### config.mk
export PLATFORM = sky130hd
export DESIGN_NAME = pe_button_ctrl_flat
export DESIGN_NICKNAME = d
export VERILOG_FILES = /design/src/rtl/pe_pkg.sv /design/src/rtl/pe_button_ctrl_if.sv /design/src/rtl/btn_debounce.sv /design/src/rtl/pe_button_ctrl.sv /design/src/flat_wrapper.sv
export SDC_FILE = /design/constraint.sdc
export NUM_CORES = 1
export LEC_CHECK = 0
export BUFFER_PORTS_ARGS = -buffer_cell sky130_fd_sc_hd__buf_2
export CAP_MARGIN = 20
export CELL_PAD_IN_SITES_DETAIL_PLACEMENT = 1
export CELL_PAD_IN_SITES_GLOBAL_PLACEMENT = 2
export CORE_MARGIN = 2
export CORE_UTILIZATION = 41
export CTS_BUF_LIST = sky130_fd_sc_hd__clkbuf_8
export CTS_CLUSTER_SIZE = 14
export DETAILED_ROUTE_END_ITERATION = 10
export PLACE_DENSITY_LB_ADDON = 0.2
export SYNTH_ARGS = -nofsm -noshare
export SYNTH_HDL_FRONTEND = slang
export SYNTH_HIERARCHICAL = 1
export SYNTH_SLANG_ARGS = --single-unit
### constraint.sdc
create_clock -name clk -period 5.6 [get_ports clk]
set_input_delay 0.56 -clock clk [delete_from_list [all_inputs] [get_ports clk]]
set_output_delay 0.56 -clock clk [all_outputs]
set_load 0.02 [all_outputs]
### src/rtl/pe_pkg.sv
// Shared constants for the push-button responder: register offsets,
// reset values and debounce lengths for hardware and simulation builds.
package pe_pkg;

    localparam logic [11:0] BTN_STATE_OFF = 12'h078;
    localparam logic [11:0] BTN_PEND_OFF  = 12'h07C;
    localparam logic [11:0] BTN_MASK_OFF  = 12'h080;

    localparam logic [31:0] BTN_STATE_RST = 32'h0000_0000;
    localparam logic [31:0] BTN_PEND_RST  = 32'h0000_0000;
    localparam logic [31:0] BTN_MASK_RST  = 32'h0000_0000;

    // Roughly 10 ms at 50 MHz on the board; a short window keeps simulations fast.
    localparam int DB_CYCLES_SYN = 500000;
    localparam int DB_CYCLES_SIM = 4;
    localparam int CNT_W_DEF     = 20;

endpackage

### src/rtl/pe_button_ctrl_if.sv
// Bridge-side bus for the button port: zero-wait combinational reads,
// single-cycle write strobes.
interface pe_button_ctrl_if;
    logic [11:0] addr;
    logic        wen;
    logic [31:0] wdata;
    logic [31:0] rdata;

    modport master (output addr, output wen, output wdata, input rdata);
    modport slave  (input addr, input wen, input wdata, output rdata);
endinterface

### src/rtl/btn_debounce.sv
// One button: 2-flop synchroniser, persistence counter and the accepted level.
// The rise pulse is high in the cycle before the edge that accepts a 0->1
// change, so a register enabled by it updates on the same edge as the level.
module btn_debounce #(
    parameter int DB_CYCLES = 4,
    parameter int CNT_W     = 20
) (
    input  logic clk,
    input  logic rst,
    input  logic raw,
    output logic level,
    output logic rise
);

    logic             s1;
    logic             s2;
    logic [CNT_W-1:0] cnt;
    logic             accept;

    assign accept = (s2 != level) && (cnt == CNT_W'(DB_CYCLES - 1));
    assign rise   = accept && s2;

    // Synchronise, then count consecutive edges where the synchronised input
    // disagrees with the accepted level; any agreement restarts the count.
    always_ff @(posedge clk or negedge rst) begin
        if (!rst) begin
            s1    <= 1'b0;
            s2    <= 1'b0;
            cnt   <= '0;
            level <= 1'b0;
        end else begin
            s1 <= raw;
            s2 <= s1;
            if (s2 == level) begin
                cnt <= '0;
            end else if (accept) begin
                level <= s2;
                cnt   <= '0;
            end else begin
                cnt <= cnt + 1'b1;
            end
        end
    end

endmodule

### src/rtl/pe_button_ctrl.sv
// Memory-mapped button responder: debounced live state, sticky W1C press
// flags, interrupt mask and a level interrupt while any unmasked press pends.
module pe_button_ctrl
    import pe_pkg::*;
#(
    parameter int N_BTN     = 5,
    parameter int DB_CYCLES = DB_CYCLES_SYN,
    parameter int CNT_W     = CNT_W_DEF
) (
    input  logic               clk,
    input  logic               rst,
    pe_button_ctrl_if.slave    bus,
    input  logic [N_BTN-1:0]   button,
    output logic               irq
);

    logic [N_BTN-1:0] state;
    logic [N_BTN-1:0] rise;
    logic [N_BTN-1:0] pend;
    logic [N_BTN-1:0] mask;
    logic [N_BTN-1:0] clr;
    logic             wr_pend;
    logic             wr_mask;
    logic [31:0]      rd;

    for (genvar i = 0; i < N_BTN; i++) begin : g_btn
        btn_debounce #(
            .DB_CYCLES (DB_CYCLES),
            .CNT_W     (CNT_W)
        ) u_db (
            .clk   (clk),
            .rst   (rst),
            .raw   (button[i]),
            .level (state[i]),
            .rise  (rise[i])
        );
    end

    assign wr_pend = bus.wen && (bus.addr == BTN_PEND_OFF);
    assign wr_mask = bus.wen && (bus.addr == BTN_MASK_OFF);
    assign clr     = wr_pend ? bus.wdata[N_BTN-1:0] : '0;

    // Press flags: a new press on the same edge as a clear of that bit wins.
    always_ff @(posedge clk or negedge rst) begin
        if (!rst) begin
            pend <= BTN_PEND_RST[N_BTN-1:0];
        end else begin
            pend <= (pend & ~clr) | rise;
        end
    end

    // Interrupt mask, loaded whole on a store to its offset.
    always_ff @(posedge clk or negedge rst) begin
        if (!rst) begin
            mask <= BTN_MASK_RST[N_BTN-1:0];
        end else if (wr_mask) begin
            mask <= bus.wdata[N_BTN-1:0];
        end
    end

    // Read mux straight off the registers; unmapped offsets read zero.
    always_comb begin
        rd = '0;
        case (bus.addr)
            BTN_STATE_OFF: rd = 32'(state);
            BTN_PEND_OFF:  rd = 32'(pend);
            BTN_MASK_OFF:  rd = 32'(mask);
            default:       rd = '0;
        endcase
    end

    assign bus.rdata = rd;
    assign irq       = |(pend & mask);

endmodule

### src/flat_wrapper.sv
// flat-port wrapper written by rule: the top's interface ports become plain ports
module pe_button_ctrl_flat import pe_pkg::*;
#(
    parameter int N_BTN     = 5,
    parameter int DB_CYCLES = DB_CYCLES_SYN,
    parameter int CNT_W     = CNT_W_DEF
)
  (clk, rst, button, irq, bus_addr, bus_wen, bus_wdata, bus_rdata);
  pe_button_ctrl_if bus_i ();
  input  logic clk;
  input  logic rst;
  input  logic [N_BTN-1:0] button;
  output logic irq;
  input wire logic [$bits(bus_i.addr)-1:0] bus_addr;
  input wire logic [$bits(bus_i.wen)-1:0] bus_wen;
  input wire logic [$bits(bus_i.wdata)-1:0] bus_wdata;
  output wire logic [$bits(bus_i.rdata)-1:0] bus_rdata;
  assign bus_i.addr = bus_addr;
  assign bus_i.wen = bus_wen;
  assign bus_i.wdata = bus_wdata;
  assign bus_rdata = bus_i.rdata;
  pe_button_ctrl #(.N_BTN(N_BTN), .DB_CYCLES(DB_CYCLES), .CNT_W(CNT_W)) u_core (.clk(clk), .rst(rst), .bus(bus_i), .button(button), .irq(irq));
endmodule
# == After elaboration in Yosys (flattened, before gate mapping) ==
# Cells that the tools add are included.
# classes
add_sub_neg,5
n_mul,0
div_mod_pow,0
n_lt_le_gt_ge,0
eq_ne,18
shifts,0
mux,12
n_bitwise,9
n_reduce_logical,18
# ops
op,n
two-way mux 20 bit,10
"adder 20 x 1 -> 20 bit, second input constant",5
"== test 20 x 19 -> 1 bit, second input constant",5
"== test 12 x 7 -> 1 bit, second input constant",2
one-hot mux 5 bit (3 select lines),1
"== test 12 x 8 -> 1 bit, second input constant",1
logical AND 1 bit,12
AND 5 bit,2
AND reduction 2 bit,5
== test 1 bit,5
two-way mux 5 bit,1
inequality test 1 bit,5
NOT 1 bit,5
NOT 5 bit,1
bitwise OR 5 bit,1
OR reduction 5 bit,1
# word_totals
reg_bits,125
latch_bits,0
mem_bits_rw,0
romBits,0
output_inout_bits,33
memories,0

# == Logic depth before layout (Yosys ltp) ==
# Gate-level depths: netlist of the first run.
# logic_depth
word_depth,6
mapped_depth,7

# == Hierarchy ==
# The synthesis of the first run kept the hierarchy.
# modules_own_cells
module,instances,cells_each,area_each_um2,seq_area_each_um2
btn_debounce,5,110,1109.8,575.6
pe_button_ctrl,1,83,835.8,250.2

# == Worst setup path before layout of the first run ==
# OpenSTA, ideal clock, no wires.
# synth_path
kind,input to output
from,in bus_addr[9]
to,out bus_rdata[0]
arrival_time_ns,1.506
required_time_ns,5.040
path_slack_ns,3.534
stages,3
cell_sequence,nor4_4 > nand3_1 > o2bb2ai_1
# synth_between
elab_chain_cells,2
elab_cells_between_ends,4
classes_between,3 x eq/ne; 1 x mux
# synth_rtl
item,line,rtl
start: declaration,flat_wrapper.sv:14,input wire logic [$bits(bus_i.addr)-1:0] bus_addr;
== test 12 x 8 -> 1 bit / == test 12 x 7 -> 1 bit (equally long branches),pe_button_ctrl.sv:64,case (bus.addr)
one-hot mux 5 bit (3 select lines) *,pe_button_ctrl.sv:64,
end: declaration,flat_wrapper.sv:17,output wire logic [$bits(bus_i.rdata)-1:0] bus_rdata;
# Mark *: on every way between the ends. The rest lies on a longest branch, timed or not.

# == Worst setup path in the final report of the first run ==
# Same ends and word-level chain as after synthesis.

==> results of run 1 <==
## sequential cells by signal, indices dropped and copies added (netlist names)
signal / flops
u_core/mask: 5
u_core/pend: 5
u_core/g_btn.u_db/s1: 5
u_core/g_btn.u_db/level: 5
u_core/g_btn.u_db/cnt: 100
u_core/g_btn.u_db/s2: 5
## path summary, 6_finish.rpt
kind | from | to
setup reg to reg | u_core/g_btn[3].u_db/cnt[7]$_DFF_PN0_ | u_core/g_btn[3].u_db/cnt[6]$_DFF_PN0_
hold / removal | rst | u_core/g_btn[0].u_db/cnt[12]$_DFF_PN0_
min in group clk | button[4] | u_core/g_btn[4].u_db/s1$_DFF_PN0_
setup / recovery | bus_addr[9] | bus_rdata[0]
hold reg to reg | u_core/g_btn[0].u_db/s1$_DFF_PN0_ | u_core/g_btn[0].u_db/s2$_DFF_PN0_
max in group asynchronous | rst | u_core/g_btn[2].u_db/cnt[9]$_DFF_PN0_
## cell usage after synthesis, drive strengths merged, types with 6 or more instances
library cell | count | area (um2)
nand3 | 31 | 180.2
nor3 | 15 | 75.07
mux2 | 10 | 112.6
or4 | 25 | 187.7
buf | 44 | 294.0
nor2 | 75 | 281.5
and2 | 6 | 37.54
dfrtp | 125 | 3128
and4 | 16 | 146.4
inv | 25 | 93.84
xnor2 | 35 | 306.5
nand4 | 31 | 209.0
o21ai | 15 | 75.07
xor2 | 25 | 219.0
o31ai | 25 | 212.7
nand2 | 31 | 116.4
or3 | 15 | 93.84
nor4b | 6 | 67.56
a21oi | 35 | 175.2
nor4 | 12 | 96.34
## metrics by stage
stage,instance area [um2],hold WS (ps),setup WS (ps)
after global placement,6621,339.4,3094
after global routing,7012,172.1,2960
after floorplan,6482,264.4,3534
after CTS,7012,168.6,3095
final,7012,187.8,3101
after detailed placement,6621,346.4,3090
## per-layer routing
| layer | share of wire [%] | vias to the layer above | track usage (%) |
|---|---|---|---|
| met5 | 0.091 | - | 0 |
| met4 | 1.1 | 2 | 6.522 |
| met3 | 3.1 | 14 | 5.530 |
| met2 | 49 | 43 | 30.53 |
| met1 | 46 | 2363 | 23.45 |
| li1 | - | 2308 | - |
## logic make-up (layout without fill, tap and decap cells)
logic type	count (synthesis)	count (layout)	synth area share, %
xor gates and xnor gates	60	60	8.230
AOI/OAI and AO/OA	87	87	8.701
and+or+nand+nor	271	271	24.42
other	1	27	0.05873
muxes	15	15	2.547
DFF	125	125	48.99
buffers and inverters	69	93	6.075
adders and majority gates	5	5	0.9798
## power by group
group / switching [uW] / internal [uW] / total [uW]
Combinational: 65.7 / 23.4 / 89.2
Sequential: 12.8 / 916 / 928
Clock: 344 / 432 / 777
Total: 423 / 1370 / 1790
## cell type report
cell class	count	share of cell area [%]
clock buffer	21	4.122
clock inverter	11	1.445
inverter	25	1.338
multi-input combinational	465	42.31
sequential	125	44.61
tap	188	3.355
timing repair buffer	36	2.819
==> flow_summary.json, run 1 <==
{
  "layout_commonest_cell": "dfrtp_1",
  "syn_area_per_cell_um2": 10.09,
  "cts_tree": "built",
  "fillers": 1728,
  "drive_above_1_share_pct": 12.74,
  "fin_crit_ps": 2499,
  "gp_congestion": 0.7781,
  "ys_seq_elements": 125,
  "crit_slowest_cell": "nor4_4",
  "drc": 0,
  "nNetsFinal": 727,
  "clk_pin_slew_ps": 70,
  "r2r.worst_path.cells": 5,
  "n_antenna_cell": 0,
  "grt_use_total_pct": 18.59,
  "io_pins": 85,
  "grt_pass1_vias": 4879,
  "ys_seq_area_share_pct": 48.99,
  "rsz0062_at_grt": "false",
  "required_ps": 5040,
  "max-slew-margin-rel_pct": 44.88,
  "ant_nets": 0,
  "finalCritPeriodShare_pct": 44.63,
  "syn_area_mm2": 0.006385,
  "reg2reg_slack_ps": 3510,
  "chipWidth_um": 128.8,
  "wl_per_cell_um": 16.33,
  "io_buffers": 30,
  "most-common-layout-cells": "125 x dfrtp_1, 75 x nor2_1, 35 x a21oi_1, 35 x xnor2_1, 31 x nand2_1",
  "clk_latency_ps": 450,
  "grt_max_degree": 67,
  "grt_pass1_wl_mm": 24.15,
  "power_uw": 1794,
  "drt_first_pass_iters": 4,
  "vias": 4730,
  "core.rowCount": 45,
  "path_buf_inv": 2,
  "slew_violations": 0,
  "drv_cap": 0,
  "cts_root_buf": "clkbuf_8",
  "critical_path_arrival_ps": 1940,
  "slowest_delay_ps": 400,
  "cts_max_level": 4,
  "p_leak_uw": 0.002869,
  "start_kind": "input port",
  "dpl.hpwl_mm": 10.01,
  "utilization_pct": 46.12,
  "hold_class": "input port to async pin",
  "end_kind": "primary output",
  "synthCells": 633,
  "timing.critical_path.mode_cell": "buf_2",
  "cts_sinks": 125,
  "drt-total-wl_mm": 14.22,
  "fin_cells": 871,
  "cts_buffers": 17,
  "dieArea_mm2": 0.01659,
  "synth_warnings": 6,
  "start_util_pct": 42.00,
  "async_flop_share_pct": 100.0,
  "multi_input_comb_area_mm2": 0.002967,
  "antenna_found_initial": 2,
  "fmax_ghz": 0.4001,
  "power.density_mw_per_mm2": 255.9,
  "post_cts_buffers": 0,
  "critPathTopFamily": "simple AND/OR/NAND/NOR gates",
  "crit_cells": 5,
  "area_growth_pct": 9.818,
  "vias_per_cell": 5.431,
  "cts_max_path_buffers": 2,
  "vdd_drop_max_uv": 145.9,
  "skew_ps": 8.894,
  "cts_resized": 0,
  "core_mm2": 0.01520,
  "seq_area_mm2": 0.003128,
  "grt-ovfl-total": 0,
  "drt_first_iter_violations": 197,
  "cts-hold-fix-buffers": 0,
  "tightestPinTransition_ps": 826.8,
  "setup_tns_ps": 0,
  "synth_edf_count": 0,
  "setup_viol": 0,
  "die_y_um": 128.8,
  "crit_chain": "buf_2, nor4_4, nand3_1, o2bb2ai_1, buf_2",
  "crit_type": "input port to primary output",
  "yosysUniqueCellTypes": 42,
  "synth_ff_type": "dfrtp_1",
  "worstPathMaxFanout": 5,
  "status": "complete, no violations",
  "hold_violations": 0,
  "placedCellCount": 839
}
(Power assumes the default switching activity.)
==> run 2, diff against run 1 <==
- ABC_AREA: default -> 1
- CORE_UTILIZATION: 41 -> 35
- clock period: 5.6 -> 2.55 ns (I/O delays scaled with it)
==> flow_summary.json, run 2 <==
{
  "ant_nets": 0,
  "reg2reg_slack_ps": 800,
  "critical_path_arrival_ps": 1540,
  "timing.critical_path.mode_cell": "nand2_1",
  "grt_use_total_pct": 17.80,
  "endpoint": "irq",
  "layout_commonest_cell": "nand2_1",
  "setup_tns_ps": 0,
  "drc": 0,
  "slowest_delay_ps": 410,
  "ys_seq_elements": 125,
  "seq_power_share_pct": 47.4,
  "drv_cap": 0,
  "core.rowCount": 54,
  "synth_warnings": 6,
  "yosysMostFrequentCell": "nand2_1",
  "path_buf_inv": 1,
  "yosys-top-cells-count": "209 x nand2_1, 205 x nor2_1, 135 x inv_1, 125 x dfrtp_1, 84 x nand3_1",
  "yosysUniqueCellTypes": 27,
  "io_buffers": 30,
  "placedCellCount": 1337,
  "cts_max_path_buffers": 2,
  "setup_viol": 0,
  "hold_class": "input port to register",
  "drt-total-wl_mm": 19.33,
  "rr_endpoint": "u_core/g_btn[3].u_db/cnt[18]$_DFF_PN0_",
  "crit_chain": "nand2_1, nand2_1, a221oi_1, nand2_1, buf_2",
  "vias_per_cell": 4.600,
  "crit_cells": 5,
  "die_y_um": 151.9,
  "grt_pass1_wl_mm": 33.68,
  "grt-ovfl-total": 0,
  "yosys-top-cells-area": "dfrtp_1 41%, nand2_1 10%, nor2_1 10%",
  "yosysTopAreaCell": "dfrtp_1",
  "synth_edf_count": 0,
  "dpl.hpwl_mm": 14.52,
  "status": "complete, no violations",
  "chipWidth_um": 151.9,
  "cts_buffers": 17,
  "io_pins": 85,
  "max-slew-margin-rel_pct": 62.86,
  "vias": 6325,
  "drive_above_1_share_pct": 16.71,
  "cts_tree": "built",
  "gp_congestion": 0.7815,
  "fmax_ghz": 0.5587,
  "core_mm2": 0.02162,
  "share_comb_of_total_power_pct": 5.3,
  "nNetsFinal": 1139,
  "hold_violations": 0,
  "power.internal_uw": 3229,
  "n_antenna_cell": 0,
  "worstPathMaxFanout": 3,
  "p_switching_uw": 1051,
  "dieArea_mm2": 0.02307,
  "required_ps": 2300,
  "whs_ps": 99.15,
  "crit_type": "register to primary output",
  "r2r.worst_path.cells": 7,
  "grt_max_degree": 53,
  "drt_first_iter_violations": 256,
  "regMostFlops": "u_core/g_btn.u_db/cnt",
  "syn_area_per_cell_um2": 7.388,
  "area_growth_pct": 11.28,
  "synth_top_area_share_pct": 40.87,
  "antenna_found_initial": 0,
  "synth_ff_type": "dfrtp_1",
  "min_from": "bus_wdata[2]",
  "start_kind": "register",
  "tightestPinTransition_ps": 555.8,
  "post_cts_buffers": 0,
  "finalCritPeriodShare_pct": 70.20,
  "wl_per_cell_um": 14.06,
  "slew_violations": 0,
  "syn_area_mm2": 0.007654,
  "crit_slowest_cell": "dfrtp_1",
  "p_leak_uw": 0.003917,
  "ys_seq_area_share_pct": 40.87,
  "most-common-layout-cells": "209 x nand2_1, 205 x nor2_1, 135 x inv_1",
  "fin_crit_ps": 1790,
  "power.density_mw_per_mm2": 502.5,
  "drt_first_pass_iters": 6,
  "fin_cells": 1375,
  "swShare_pct": 24.55,
  "critPathLaunch": "u_core/pend[1]$_DFF_PN0_",
  "start_util_pct": 35.40,
  "clk_latency_ps": 450,
  "vdd_drop_max_uv": 242.2,
  "clk_pin_slew_ps": 80,
  "cts_max_level": 4,
  "cts_sinks": 125,
  "timing.rr.start": "u_core/g_btn[3].u_db/level$_DFFE_PN0P_",
  "rsz0062_at_grt": "false",
  "skew_ps": 14.19,
  "synthCells": 1036,
  "clkPwrFrac_pct": 47.3,
  "end_kind": "primary output",
  "async_flop_share_pct": 100.0,
  "critPathTopFamily": "flip-flops",
  "largest_register_ffs": 100,
  "cts_root_buf": "clkbuf_8",
  "grt_pass1_vias": 6539
}
-- run 2: per-stage QoR --
step | area (um2) | util [%] | total power (uW) | worst slack [ps]
floorplan | 7751 | - | 2219 | 1241
global placement | 8003 | 37.01 | 2292 | 815.1
detailed placement | 8003 | 37.01 | 2297 | 754.0
CTS | 8517 | 39.39 | 4376 | 664.4
global route | 8517 | 39.39 | 4494 | 591.9
finish | 8517 | 39.39 | 4280 | 760.0
-- run 2: power groups by stage --
stage | Clock (uW) | Combinational [uW] | Sequential (uW)
2_1_floorplan | 0 | 155 | 2060
3_3_place_gp | 0 | 225 | 2070
3_5_place_dp | 0 | 228 | 2070
4_1_cts | 2110 | 236 | 2030
5_1_grt | 2200 | 262 | 2030
6_report | 2020 | 228 | 2030
-- run 2: area by class of cell --
class / count / area [um2]
fillers: 2767 / 13100
multi-input cells: 751 / 3766
flip-flops and latches: 125 / 3128
inverters: 145 / 544.3
well taps: 280 / 350.3
repair buffers: 42 / 274.0
clock buffers: 17 / 234.0
clock inverters: 15 / 220.2
-- run 2: cells by family (layout without fill, tap and decap cells) --
family	count (synthesis)	after routing	share of synthesized area, %
adders and majority gates	5	5	0.8174
and+or+nand+nor	638	638	39.27
xor gates and xnor gates	30	30	3.433
DFF	125	125	40.87
AOI/OAI and AO/OA	51	51	4.365
other	1	27	0.04900
buffers and inverters	186	219	11.20
-- run 2: layer usage --
layer	vias up	routed length (um)	GRT usage, %	part of all wire [%]
li1	3252	-	-	-
met1	3007	9951	25.20	51
met2	55	8789	28.42	45
met3	11	442	3.109	2.3
met4	0	144	4.406	0.75
met5	-	0	0	0
-- run 2: how the worst min path moves through the flow --
stage / endpoint / slack (ps) / depth (start not counted)
2_1_floorplan: u_core/g_btn[0].u_db/cnt[0]$_DFF_PN0_ / -40 / 0
3_3_place_gp: u_core/g_btn[1].u_db/cnt[12]$_DFF_PN0_ / 260 / 1
3_5_place_dp: u_core/g_btn[1].u_db/cnt[17]$_DFF_PN0_ / 250 / 1
5_1_grt: u_core/mask[2]$_DFFE_PN0P_ / 80 / 3
4_1_cts: u_core/mask[0]$_DFFE_PN0P_ / 60 / 3
6_report: u_core/mask[2]$_DFFE_PN0P_ / 100 / 3
-- run 2: worst min-delay path: cells and delay by family --
kind / cells / cell delay [ps]
simple gates: 2 / 130
buf+inv: 1 / 120
-- run 2: timing repair --
action | in CTS | in global routing
hold endpoints to repair | 54 | 0
resized for setup | 0 | 0
hold buffers | 6 | 0
==> run 3, diff against run 2 <==
- CORE_UTILIZATION: 35 -> 32
- clock period: 2.55 -> 1.6 ns (I/O delays scaled with it)
==> flow_summary.json, run 3 (synthesized netlist as in run 2, its figures left out) <==
{
  "required_ps": 1440,
  "skew_ps": 11.50,
  "critical_path_arrival_ps": 1460,
  "ant_nets": 0,
  "grt_max_degree": 39,
  "hold_class": "input port to register",
  "rsz0062_at_grt": "true",
  "cts_max_level": 4,
  "grt-ovfl-total": 0,
  "drt-total-wl_mm": 20.26,
  "io_buffers": 30,
  "violations": "setup timing",
  "grt.met1_usage_pct": 23.23,
  "setup_viol": 1,
  "grt_pass1_wl_mm": 34.10,
  "vdd_drop_max_uv": 361.0,
  "status": "finished, violations left",
  "layout_setup_ws_ps": -24.11,
  "place_ws_ps": 77.31,
  "regMostFlops": "u_core/g_btn.u_db/cnt",
  "most-common-layout-cells": "209 x nand2_1, 205 x nor2_1, 140 x inv_1",
  "crit_type": "register to primary output",
  "core_mm2": 0.02347,
  "antenna_found_initial": 0,
  "drv_cap": 0,
  "vias": 6594,
  "clk_latency_ps": 440,
  "gp_congestion": 0.7848,
  "hold_violations": 0,
  "setup_tns_ps": -24.11,
  "core.rowCount": 56,
  "start_util_pct": 32.61,
  "layout_commonest_cell": "nand2_1",
  "fillers": 2924,
  "chipWidth_um": 158.7,
  "wl_per_cell_um": 13.81,
  "r2r.worst_path.cells": 8,
  "die_y_um": 158.7,
  "power.density_mw_per_mm2": 726.6,
  "cts_tree": "built",
  "cts_sinks": 125,
  "vias_per_cell": 4.495,
  "finalCritPeriodShare_pct": 101.5,
  "whs_ps": 92.87,
  "drt_first_iter_violations": 234,
  "gr-max-usage-layer": "met2",
  "clk_pin_slew_ps": 70,
  "dieArea_mm2": 0.02517,
  "cts_buffers": 17,
  "hold_depth": 3,
  "worstPathMaxFanout": 2,
  "largest_register_ffs": 100,
  "fin_crit_ps": 1624,
  "cts_root_buf": "clkbuf_8",
  "fmax_ghz": 0.6157,
  "area_growth_pct": 17.69,
  "nNetsFinal": 1192,
  "drc": 0,
  "n_antenna_cell": 0,
  "slew_violations": 0,
  "grt_use_total_pct": 17.40,
  "drt_first_pass_iters": 4,
  "end_kind": "primary output",
  "grt_pass1_vias": 6826,
  "p_leak_uw": 0.004199,
  "cts_max_path_buffers": 2,
  "dpl.hpwl_mm": 15.45,
  "io_pins": 85,
  "use_met3_pct": 2.858,
  "start_kind": "register",
  "drive_above_1_share_pct": 20.03,
  "use_met2_pct": 29.56
}
==> run 3: changes by cell type in the layout (fill, tap and decap cells not counted), moves of 3 or more <==
cell,before,now
dlygate4sd3_1,6,11
clkbuf_8,17,20
buf_4,5,50
inv_1,135,140
buf_12,1,4
clkinv_4,3,0
==> run 3: worst max-delay path, cell delays in order, from the launching register on <==
cell and delay [ps]:
dfrtp_1 390, nand2_1 70, nand2_1 60, a221oi_2 190, nand2_1 150, buf_6 160
==> run 3: worst paths after layout <==
path / start / end / slack (ps)
min in group asynchronous: rst / u_core/g_btn[0].u_db/cnt[13]$_DFF_PN0_ / 200
min: bus_wen / u_core/mask[0]$_DFFE_PN0P_ / 90
max: u_core/mask[0]$_DFFE_PN0P_ / irq / -20
max in group asynchronous: rst / u_core/g_btn[1].u_db/cnt[17]$_DFF_PN0_ / 790
min reg2reg: u_core/g_btn[1].u_db/s1$_DFF_PN0_ / u_core/g_btn[1].u_db/s2$_DFF_PN0_ / 350
max reg2reg: u_core/g_btn[1].u_db/cnt[0]$_DFF_PN0_ / u_core/g_btn[1].u_db/cnt[12]$_DFF_PN0_ / 130
==> run 3: power by group <==
part	internal, uW	switching [uW]
sequential	3200	34.4
combinational	118	277
clock	1630	1290
total	4950	1600
==> run 3: metrics by stage <==
stage / cell area (um2) / total power [uW] / util (%) / cells
global placement: 8369 / 3673 / 35.66 / 1415
detailed placement: 8369 / 3680 / 35.66 / 1415
finish: 9007 / 6544 / 38.37 / 1467
floorplan: 7751 / 3536 / - / 1062
global route: 9007 / 6889 / 38.37 / 1467
CTS: 8934 / 6720 / 38.06 / 1463
==> run 3: layout make-up <==
cell class              count  area [um2]  area share, %
inverters                 145       544.3          6.043
multi-input cells         751        3797          42.16
well taps                 319       399.1          4.431
clock inverters            12       128.9          1.431
flip-flops and latches    125        3128          34.73
clock buffers              20       275.3          3.056
repair buffers             95       734.5          8.154
==> run 3: layer usage <==
layer  wire [um]  part of all wire, %
met5           0                    0
met4         169                 0.83
met3         447                  2.2
met2        9800                   48
met1        9842                   49
==> run 3: what timing repair did <==
| action | in CTS | in global routing |
|---|---|---|
| setup buffers | 5 | 4 |
| endpoints found under the hold margin | 71 | 0 |
| pin swaps | 3 | 4 |
| hold buffers | 11 | 0 |
| setup endpoints to repair | 1 | 9 |
| resized for setup | 3 | 7 |
